==> src/rtl/dmem_arbiter_pkg.sv <==
// dmem_arbiter_pkg: shared defaults, read-source tags and round-robin pointer type
package dmem_arbiter_pkg;
  localparam int A_WIDTH_DEF = 12;
  localparam int D_WIDTH_DEF = 8;
  localparam int DEFER_MAX_DEF = 4;
  typedef enum logic [1:0] {SRC_NONE = 2'd0, SRC_RD = 2'd1, SRC_HOST = 2'd2, SRC_FWD = 2'd3} src_e;
  typedef enum logic {RR_RD = 1'b0, RR_HOST = 1'b1} rr_e;
endpackage

==> src/rtl/dmem_arbiter_if.sv <==
// dmem_arbiter_if: write-back, pipeline read, host and RAM signals of the data memory arbiter
interface dmem_arbiter_if #(
  parameter int A_WIDTH = 12,
  parameter int D_WIDTH = 8
);
  logic wb_req, wb_ack, rd_req, rd_gnt, rd_valid;
  logic host_req, host_we, host_gnt, host_valid;
  logic mem_ce, mem_we, busy;
  logic [A_WIDTH-1:0] wb_addr, rd_addr, host_addr, mem_a;
  logic [D_WIDTH-1:0] wb_data, rd_data, host_wdata, host_rdata, mem_d, mem_q;
  modport slave (
    input wb_req, wb_addr, wb_data, rd_req, rd_addr, host_req, host_we, host_addr, host_wdata, mem_q,
    output wb_ack, rd_gnt, rd_valid, rd_data, host_gnt, host_valid, host_rdata, mem_ce, mem_we, mem_a, mem_d, busy
  );
  modport master (
    output wb_req, wb_addr, wb_data, rd_req, rd_addr, host_req, host_we, host_addr, host_wdata, mem_q,
    input wb_ack, rd_gnt, rd_valid, rd_data, host_gnt, host_valid, host_rdata, mem_ce, mem_we, mem_a, mem_d, busy
  );
endinterface

==> src/rtl/dmem_write_buffer.sv <==
// dmem_write_buffer: one-entry posted write buffer with read-address compare and defer counter
module dmem_write_buffer import dmem_arbiter_pkg::*; #(
  parameter int A_WIDTH = A_WIDTH_DEF,
  parameter int D_WIDTH = D_WIDTH_DEF,
  parameter int DEFER_MAX = DEFER_MAX_DEF
) (
  input  logic               clk,
  input  logic               reset,
  input  logic               load,
  input  logic               drain,
  input  logic               pend,
  input  logic [A_WIDTH-1:0] addr,
  input  logic [D_WIDTH-1:0] data,
  input  logic [A_WIDTH-1:0] rd_addr,
  output logic               hit,
  output logic               full,
  output logic               force_drain,
  output logic [A_WIDTH-1:0] buf_addr,
  output logic [D_WIDTH-1:0] buf_data
);
  localparam int DW = $clog2(DEFER_MAX + 1);
  localparam logic [DW-1:0] DMAX = DW'(DEFER_MAX);
  logic [DW-1:0] defer;
  always_ff @(posedge clk) begin
    if (!reset) begin
      full <= 1'b0;
      defer <= '0;
    end else begin
      full <= load | (full & !drain);
      defer <= (drain | !full) ? '0 : (defer == DMAX) ? defer : defer + DW'(1);
    end
  end
  always_ff @(posedge clk) begin
    if (load) begin
      buf_addr <= addr;
      buf_data <= data;
    end
  end
  assign hit = full & (rd_addr == buf_addr);
  // a waiting write-back or an exhausted defer budget both force the buffer out
  assign force_drain = full & (pend | defer == DMAX);
endmodule

==> src/rtl/dmem_arbiter.sv <==
// dmem_arbiter: shares the single-port data RAM between pipeline reads, posted write-back and host
module dmem_arbiter import dmem_arbiter_pkg::*; #(
  parameter int A_WIDTH = A_WIDTH_DEF,
  parameter int D_WIDTH = D_WIDTH_DEF,
  parameter int DEFER_MAX = DEFER_MAX_DEF
) (
  input logic clk,
  input logic reset,
  dmem_arbiter_if.slave bus
);
  logic full, hit, force_drain, drain, load, rd_pick, rd_ram;
  logic [A_WIDTH-1:0] buf_addr;
  logic [D_WIDTH-1:0] buf_data, fwd_q, rd_hold, host_hold;
  rr_e rr_q, rr_d;
  src_e src_q, src_d;
  dmem_write_buffer #(.A_WIDTH(A_WIDTH), .D_WIDTH(D_WIDTH), .DEFER_MAX(DEFER_MAX)) u_wbuf (
    .clk(clk), .reset(reset), .load(load), .drain(drain), .pend(bus.wb_req),
    .addr(bus.wb_addr), .data(bus.wb_data), .rd_addr(bus.rd_addr),
    .hit(hit), .full(full), .force_drain(force_drain), .buf_addr(buf_addr), .buf_data(buf_data)
  );
  always_comb begin
    rd_pick = bus.rd_req & (full | !bus.host_req | rr_q == RR_RD);
    bus.rd_gnt = reset & !force_drain & rd_pick;
    bus.host_gnt = reset & !full & bus.host_req & !rd_pick;
    rd_ram = bus.rd_gnt & !hit;
    // only a missing pipeline read keeps a full buffer from draining
    drain = reset & full & (force_drain | !(bus.rd_req & !hit));
    load = reset & bus.wb_req & (!full | drain);
    bus.wb_ack = load;
    bus.busy = full;
    bus.mem_ce = drain | rd_ram | bus.host_gnt;
    bus.mem_we = drain | (bus.host_gnt & bus.host_we);
    bus.mem_a = !reset ? '0 : drain ? buf_addr : bus.host_gnt ? bus.host_addr : bus.rd_addr;
    bus.mem_d = !reset ? '0 : drain ? buf_data : bus.host_wdata;
    rr_d = bus.host_gnt ? RR_RD : bus.rd_gnt ? RR_HOST : rr_q;
    src_d = rd_ram ? SRC_RD : bus.rd_gnt ? SRC_FWD : (bus.host_gnt & !bus.host_we) ? SRC_HOST : SRC_NONE;
    bus.rd_valid = (src_q == SRC_RD) | (src_q == SRC_FWD);
    bus.rd_data = (src_q == SRC_RD) ? bus.mem_q : (src_q == SRC_FWD) ? fwd_q : rd_hold;
    bus.host_valid = src_q == SRC_HOST;
    bus.host_rdata = bus.host_valid ? bus.mem_q : host_hold;
  end
  always_ff @(posedge clk) begin
    if (!reset) begin
      rr_q <= RR_RD;
      src_q <= SRC_NONE;
      rd_hold <= '0;
      host_hold <= '0;
    end else begin
      rr_q <= rr_d;
      src_q <= src_d;
      rd_hold <= bus.rd_data;
      host_hold <= bus.host_rdata;
    end
  end
  // the buffer may drain on the forwarding edge, so capture its data then
  always_ff @(posedge clk) fwd_q <= buf_data;
endmodule

==> src/flat_wrapper.sv <==
// flat-port wrapper written by rule: the top's interface ports become plain ports
module dmem_arbiter_flat import dmem_arbiter_pkg::*;
#(
  parameter int A_WIDTH = A_WIDTH_DEF,
  parameter int D_WIDTH = D_WIDTH_DEF,
  parameter int DEFER_MAX = DEFER_MAX_DEF
)
  (clk, reset, bus_wb_req, bus_wb_addr, bus_wb_data, bus_rd_req, bus_rd_addr, bus_host_req, bus_host_we, bus_host_addr, bus_host_wdata, bus_mem_q, bus_wb_ack, bus_rd_gnt, bus_rd_valid, bus_rd_data, bus_host_gnt, bus_host_valid, bus_host_rdata, bus_mem_ce, bus_mem_we, bus_mem_a, bus_mem_d, bus_busy);
  dmem_arbiter_if #(.A_WIDTH(A_WIDTH), .D_WIDTH(D_WIDTH)) bus_i ();
  input logic clk;
  input logic reset;
  input wire logic [$bits(bus_i.wb_req)-1:0] bus_wb_req;
  input wire logic [$bits(bus_i.wb_addr)-1:0] bus_wb_addr;
  input wire logic [$bits(bus_i.wb_data)-1:0] bus_wb_data;
  input wire logic [$bits(bus_i.rd_req)-1:0] bus_rd_req;
  input wire logic [$bits(bus_i.rd_addr)-1:0] bus_rd_addr;
  input wire logic [$bits(bus_i.host_req)-1:0] bus_host_req;
  input wire logic [$bits(bus_i.host_we)-1:0] bus_host_we;
  input wire logic [$bits(bus_i.host_addr)-1:0] bus_host_addr;
  input wire logic [$bits(bus_i.host_wdata)-1:0] bus_host_wdata;
  input wire logic [$bits(bus_i.mem_q)-1:0] bus_mem_q;
  output wire logic [$bits(bus_i.wb_ack)-1:0] bus_wb_ack;
  output wire logic [$bits(bus_i.rd_gnt)-1:0] bus_rd_gnt;
  output wire logic [$bits(bus_i.rd_valid)-1:0] bus_rd_valid;
  output wire logic [$bits(bus_i.rd_data)-1:0] bus_rd_data;
  output wire logic [$bits(bus_i.host_gnt)-1:0] bus_host_gnt;
  output wire logic [$bits(bus_i.host_valid)-1:0] bus_host_valid;
  output wire logic [$bits(bus_i.host_rdata)-1:0] bus_host_rdata;
  output wire logic [$bits(bus_i.mem_ce)-1:0] bus_mem_ce;
  output wire logic [$bits(bus_i.mem_we)-1:0] bus_mem_we;
  output wire logic [$bits(bus_i.mem_a)-1:0] bus_mem_a;
  output wire logic [$bits(bus_i.mem_d)-1:0] bus_mem_d;
  output wire logic [$bits(bus_i.busy)-1:0] bus_busy;
  assign bus_i.wb_req = bus_wb_req;
  assign bus_i.wb_addr = bus_wb_addr;
  assign bus_i.wb_data = bus_wb_data;
  assign bus_i.rd_req = bus_rd_req;
  assign bus_i.rd_addr = bus_rd_addr;
  assign bus_i.host_req = bus_host_req;
  assign bus_i.host_we = bus_host_we;
  assign bus_i.host_addr = bus_host_addr;
  assign bus_i.host_wdata = bus_host_wdata;
  assign bus_i.mem_q = bus_mem_q;
  assign bus_wb_ack = bus_i.wb_ack;
  assign bus_rd_gnt = bus_i.rd_gnt;
  assign bus_rd_valid = bus_i.rd_valid;
  assign bus_rd_data = bus_i.rd_data;
  assign bus_host_gnt = bus_i.host_gnt;
  assign bus_host_valid = bus_i.host_valid;
  assign bus_host_rdata = bus_i.host_rdata;
  assign bus_mem_ce = bus_i.mem_ce;
  assign bus_mem_we = bus_i.mem_we;
  assign bus_mem_a = bus_i.mem_a;
  assign bus_mem_d = bus_i.mem_d;
  assign bus_busy = bus_i.busy;
  dmem_arbiter #(.A_WIDTH(A_WIDTH), .D_WIDTH(D_WIDTH), .DEFER_MAX(DEFER_MAX)) u_core (.clk(clk), .reset(reset), .bus(bus_i));
endmodule
==> config.mk <==
export PLATFORM = sky130hd
export DESIGN_NAME = dmem_arbiter_flat
export DESIGN_NICKNAME = d
export VERILOG_FILES = /design/src/rtl/dmem_arbiter_pkg.sv /design/src/rtl/dmem_arbiter_if.sv /design/src/rtl/dmem_write_buffer.sv /design/src/rtl/dmem_arbiter.sv /design/src/flat_wrapper.sv
export SDC_FILE = /design/constraint.sdc
export NUM_CORES = 1
export LEC_CHECK = 0
export CAP_MARGIN = 5
export CELL_PAD_IN_SITES_DETAIL_PLACEMENT = 1
export CELL_PAD_IN_SITES_GLOBAL_PLACEMENT = 1
export CORE_UTILIZATION = 31
export CTS_CLUSTER_DIAMETER = 120
export DETAILED_ROUTE_END_ITERATION = 7
export PLACE_DENSITY_LB_ADDON = 0.3
export SYNTH_ARGS = -nofsm -noshare
export SYNTH_HDL_FRONTEND = slang
export SYNTH_SLANG_ARGS = --single-unit
export TNS_END_PERCENT = 10
==> constraint.sdc <==
create_clock -name clk -period 2.8 [get_ports clk]
set_input_delay 0.42 -clock clk [delete_from_list [all_inputs] [get_ports clk]]
set_output_delay 0.42 -clock clk [all_outputs]
set_load 0.005 [all_outputs]
# ---- Word level (Yosys, flattened, before mapping)
# Index checks and enable logic that the tools add are counted.
dict set report totals {
  register_bits 51
  out_inout_bits 44
  elab_cells 67
  inputBits 66
}
dict set report op_classes {
  eq_ne 5
  n_reduce_logical 11
  bitwise 29
  addsub 1
  n_mux 11
}
# operator n
set ops {}
lappend ops {{$mux 8} 5}
lappend ops {{$mux 12} 3}
lappend ops {{$and 1x1->1} 17}
lappend ops {{$eq 12x12->1} 1}
lappend ops {{$or 1x1->1} 10}
lappend ops {{$logic_not 1->1} 8}
lappend ops {{$reduce_or 2->1} 3}
lappend ops {{$eq 2x2->1 const B} 2}
lappend ops {{$mux 2} 2}
lappend ops {{$add 3x1->3 const B} 1}
lappend ops {{$eq 3x3->1 const B} 1}
lappend ops {{$eq 2x1->1 const B} 1}
lappend ops {{$not 1->1} 2}
lappend ops {{$mux 1} 1}

# ---- Logic depth before layout (Yosys ltp)
# Gate-level depths: netlist of run 1.
dict set report logic_depth {
  word_depth 10
  depth_mapped 8
  ltp_nobuf 7
}

# ---- By module
# Synthesis of run 1 repeated with hierarchy kept, for this count alone.
dict set report hier_totals {
  cells_unflattened 252
  hier_area_um2 2536.2
}
# module cells_each area_per_inst_um2 seq_area_each_um2 instances
set modules_own_cells {}
lappend modules_own_cells {dmem_arbiter 192 1607.8 540.5 1}
lappend modules_own_cells {dmem_write_buffer 60 928.4 680.7 1}

# ---- Least setup slack after synthesis of run 1
# Ideal clock, no wire load.
dict set report synth_path {
  path_kind {input port to output port}
  startpoint {input bus_rd_addr[8]}
  endpoint {output bus_mem_a[10]}
  arrival_ns 1.800
  setup_slack_ns 0.580
  required_time_ns 2.380
  stages 7
  path_buffers 2
  path_cell_list {xnor2_1 nand4_1 or4_4 buf_6 and2_4 buf_6 o211a_1}
}
dict set report synth_via {
  elab_chain_cells 9
}
# element line
set synth_lines {}
lappend synth_lines {{start: declaration} flat_wrapper.sv:16} ;# input wire logic [$bits(bus_i.rd_addr)-1:0] bus_rd_addr;
lappend synth_lines {{$eq 12x12->1} dmem_write_buffer.sv:39} ;# assign hit = full & (rd_addr == buf_addr);
lappend synth_lines {{$and 1x1->1} dmem_write_buffer.sv:39}
lappend synth_lines {{$logic_not 1->1} dmem_arbiter.sv:27} ;# drain = reset & full & (force_drain | !(bus.rd_req & !hit));
lappend synth_lines {{$and 1x1->1} dmem_arbiter.sv:27}
lappend synth_lines {{$logic_not 1->1} dmem_arbiter.sv:27}
lappend synth_lines {{$or 1x1->1} dmem_arbiter.sv:27}
lappend synth_lines {{$and 1x1->1} dmem_arbiter.sv:27}
lappend synth_lines {{$mux 12 (2 in a row)} dmem_arbiter.sv:33} ;# bus.mem_a = !reset ? '0 : drain ? buf_addr : bus.host_gnt ? bus.host_addr : bus.rd_addr;
lappend synth_lines {{end: declaration} flat_wrapper.sv:31} ;# output wire logic [$bits(bus_i.mem_a)-1:0] bus_mem_a;
# No other way between the ends.

# ---- Worst setup path after layout of run 1
dict set report layout_path {
  startpoint {register u_core.u_wbuf.buf_addr[11]}
  endpoint {output bus_mem_d[2]}
}
dict set report layout_via {
  elab_chain_cells 9
}
# element line
set layout_lines {}
lappend layout_lines {{start: declaration} dmem_write_buffer.sv:18} ;# output logic [A_WIDTH-1:0] buf_addr,
lappend layout_lines {{start signal: assignment} dmem_write_buffer.sv:35} ;# buf_addr <= addr;
lappend layout_lines {{$eq 12x12->1} dmem_write_buffer.sv:39}
lappend layout_lines {{$and 1x1->1} dmem_write_buffer.sv:39}
lappend layout_lines {{$logic_not 1->1} dmem_arbiter.sv:27}
lappend layout_lines {{$and 1x1->1} dmem_arbiter.sv:27}
lappend layout_lines {{$logic_not 1->1} dmem_arbiter.sv:27}
lappend layout_lines {{$or 1x1->1} dmem_arbiter.sv:27}
lappend layout_lines {{$and 1x1->1} dmem_arbiter.sv:27}
lappend layout_lines {{$mux 8 (2 in a row)} dmem_arbiter.sv:34} ;# bus.mem_d = !reset ? '0 : drain ? buf_data : bus.host_wdata;
lappend layout_lines {{end: declaration} flat_wrapper.sv:32} ;# output wire logic [$bits(bus_i.mem_d)-1:0] bus_mem_d;
# No other way between the ends.

==> results of run 1 <==
-- critical path, cell delays in order (launching register included) --
cell and delay (ns):
edfxtp_1 0.42, xnor2_1 0.19, nand3_1 0.13, or4_4 0.60
and2_4 0.21, buf_6 0.11, buf_6 0.10, mux2i_1 0.13
buf_2 0.13
-- Yosys cell counts (all sizes together), types with 3 or more instances --
cell and n:
dfxtp 31, mux2i 28, nand2 24, edfxtp 20, and2 18, nand3 15
o211a 13, xnor2 13, clkbuf 12, nor2 11, a21oi 10, mux2 8
inv 5, buf 4, nand2b 4, nand4 3
-- placed cells by master, fill, tap and decap left out, drive strengths merged --
master / Yosys / layout
clkdlybuf4s50: 0 / 74
buf: 4 / 47
dfxtp: 31 / 31
mux2i: 28 / 28
nand2: 24 / 24
and2: 18 / 21
edfxtp: 20 / 20
nand3: 15 / 15
dlygate4sd2: 0 / 14
o211a: 13 / 13
xnor2: 13 / 13
clkbuf: 12 / 12
nor2: 11 / 11
a21oi: 10 / 10
mux2: 8 / 8
inv: 5 / 7
nand2b: 4 / 4
nand4: 3 / 3
a21o: 2 / 2
and3: 2 / 2
clkdlybuf4s15: 0 / 2
o21ai: 2 / 2
ha: 2 / 2
a21boi: 1 / 1
nor2b: 1 / 1
or4: 1 / 1
nor3: 1 / 1
nor4: 1 / 1
bufinv: 0 / 1
-- cell type report --
class,count,share of cell area
clock inverters,3,0.0114
repair buffers,144,0.328
clock buffers,5,0.0174
inverters,5,0.00475
well taps,102,0.0323
multi-input cells,163,0.296
flip-flops and latches,51,0.310
-- sequential cells by signal (all words and copies together), names as in the netlist --
register,count
u_core.u_wbuf.defer,3
u_core.u_wbuf.buf_addr,12
u_core.rd_hold,8
u_core.src_q,2
u_core.host_hold,8
u_core.u_wbuf.buf_data,8
u_core.fwd_q,8
u_core.u_wbuf.full,1
u_core.rr_q,1
-- cell families (layout without fill, tap and decap cells) --
family,after synthesis,count (layout),share of synthesized area
compound gates,28,28,0.0868
buf+inv,21,157,0.0413
xor+xnor,13,13,0.0465
simple gates,81,84,0.166
fa+ha+maj,2,2,0.0102
flops,51,51,0.498
mux,36,36,0.151
-- stage by stage --
stage	hold WS, ns	TNS (ns)
after floorplan	0.348	0
after global placement	0.356	-8.46
after detailed placement	0.354	-9.03
after CTS	0.378	-0.324
after global routing	0.386	-0.405
final	0.374	0
-- power by group through the flow --
stage | clock network [mW] | logic, mW | registers (mW)
floorplan | 0 | 0.151 | 0.847
global placement | 0 | 0.377 | 0.851
detailed placement | 0 | 0.382 | 0.854
CTS | 0.557 | 0.379 | 0.836
global route | 0.592 | 0.420 | 0.842
finish | 0.536 | 0.387 | 0.837
-- final timing paths --
| kind | slack [ns] | end | cells past startpoint | from |
|---|---|---|---|---|
| worst max register to register | 1.08 | u_core.u_wbuf.defer[2] | 5 | u_core.u_wbuf.buf_addr[11] |
| worst min register to register | 0.37 | u_core.fwd_q[5] | 0 | u_core.u_wbuf.buf_data[5] |
| worst min-delay path | 0.37 | u_core.fwd_q[5] | 0 | u_core.u_wbuf.buf_data[5] |
| worst max-delay path | 0.04 | bus_mem_d[2] | 8 | u_core.u_wbuf.buf_addr[11] |
-- per-layer routing --
layer,track usage,up-vias,wire [microns]
met5,0,-,0
met4,0.0556,0,123
met3,0.0345,11,319
met2,0.324,73,3700
met1,0.209,1041,3010
li1,-,1087,-
-- timing repair --
| item | CTS | global route |
|---|---|---|
| gates cloned | 3 | 0 |
| hold endpoints to repair | 0 | 0 |
| pin swaps | 7 | 7 |
| endpoints found under the setup margin | 22 | 22 |
| setup buffers | 14 | 8 |
| gates resized for setup | 74 | 24 |
==> flow_metrics.env, run 1 <==
export IMPL_status="completed"
export IMPL_drive_above_1_share=0.218
export IMPL_grt_total_usage=0.178
export IMPL_port_buffer_count=109
export IMPL_placed_cell_area_sq_um=3690
export IMPL_p_sw_mw=0.434
export IMPL_diodes=0
export IMPL_ys_flop_type="dfxtp_1"
export IMPL_dp_hpwl_microns=4880
export IMPL_drt_iter0_markers=44
export IMPL_fmaxAchievable_mhz=362
export IMPL_required_ns=2.38
export IMPL_drt_pass1_iter_count=4
export IMPL_synthDistinctLibCells=28
export IMPL_postLayoutCoreUtil=0.514
export IMPL_via_per_inst=4.68
export IMPL_coreArea_sq_um=7690
export IMPL_synth_edf_count=20
export IMPL_synth_top_area_cell="dfxtp_1"
export IMPL_path_class="flop to primary output"
export IMPL_drv_slew=0
export IMPL_seq_area_sq_um=1220
export IMPL_relSlewSlack=0.685
export IMPL_p_per_area_nw_per_um2=445
export IMPL_synth_avg_cell_area_sq_um=10.6
export IMPL_nFillCells=873
export IMPL_dpl_cell_count=440
export IMPL_hp_class="flop to flop"
export IMPL_finalPower_mw=1.76
export IMPL_hold_buffers=0
export IMPL_critPathArrivalTime_ns=2.34
export IMPL_detail_route_antenna_nets=0
export IMPL_gp_congestion=0.735
export IMPL_area_growth_pct=61.2
export IMPL_nets=438
export IMPL_end_kind="primary output"
export IMPL_skew_ns=0.00645
export IMPL_num_vias=2212
export IMPL_drt_wl_total_microns=7160
export IMPL_cts_sinks=51
export IMPL_ys_seq_elements=51
export IMPL_finalSetupViolations=0
export IMPL_die_area_sq_um=8270
export IMPL_fin_cells=473
export IMPL_cts_max_level=2
export IMPL_pre_cts_slack_ns=-0.453
export IMPL_cts_root_buf="clkbuf_8"
export IMPL_yosys_warnings=0
export IMPL_crit_path_start_kind="flop"
export IMPL_synth_top_area_frac=0.253
export IMPL_finalCritPeriodShare=0.985
export IMPL_max_slew_worst_pin_slew_ns=0.472
export IMPL_synth_cells=232
export IMPL_synthArstFlopShare=0
export IMPL_pwr_share_clk=0.305
export IMPL_die_h_microns=90.9
export IMPL_drc=0
export IMPL_wire_per_inst_microns=15.1
export IMPL_hold_viol_final=0
export IMPL_numCtsBuffers=5
export IMPL_grt_pass1_wl_microns=11600
export IMPL_rsz0062_at_grt="true"
export IMPL_fin_ws_ns=0.0409
export IMPL_cp_max_fo=7
export IMPL_grt_pass1_vias=2359
export IMPL_die_w_microns=90.9
export IMPL_switching_share=0.247
export IMPL_multi_input_area_sq_um=1170
export IMPL_p_leak_nw=1.81
export IMPL_cts_buffer_depth=2
export IMPL_rows=32
export IMPL_pwr_share_comb=0.220
export IMPL_peakVddDrop_mv=0.252
export IMPL_ys_seq_area_frac=0.498
export IMPL_antenna_found_initial=0
export IMPL_grt_ovfl_total=0
export IMPL_synth_area_top_cells="dfxtp_1 25%, edfxtp_1 25%, mux2i_1 11%"
export IMPL_finalInstanceArea_sq_um=3950
export IMPL_io_pins=110
export IMPL_cts_tree="done"
export IMPL_grt_start_max_net_pins=33
export IMPL_synth_nets=300
export IMPL_path_clk_slew_ns=0.10
export IMPL_clk_latency_ns=0.31
export IMPL_initial_core_util=0.319
export IMPL_syn_area_sq_um=2450
export IMPL_p_int_mw=1.33
export IMPL_seqPwrFrac=0.475
export IMPL_drv_cap=0
export IMPL_min_period_ns=2.76
Power figures use the tool's default switching activity.
==> run 2: changes to the inputs <==
SLEW_MARGIN = 20   (was unset)
==> results of run 2 <==
Final layout, timing and power as in run 1 (identical DEF).
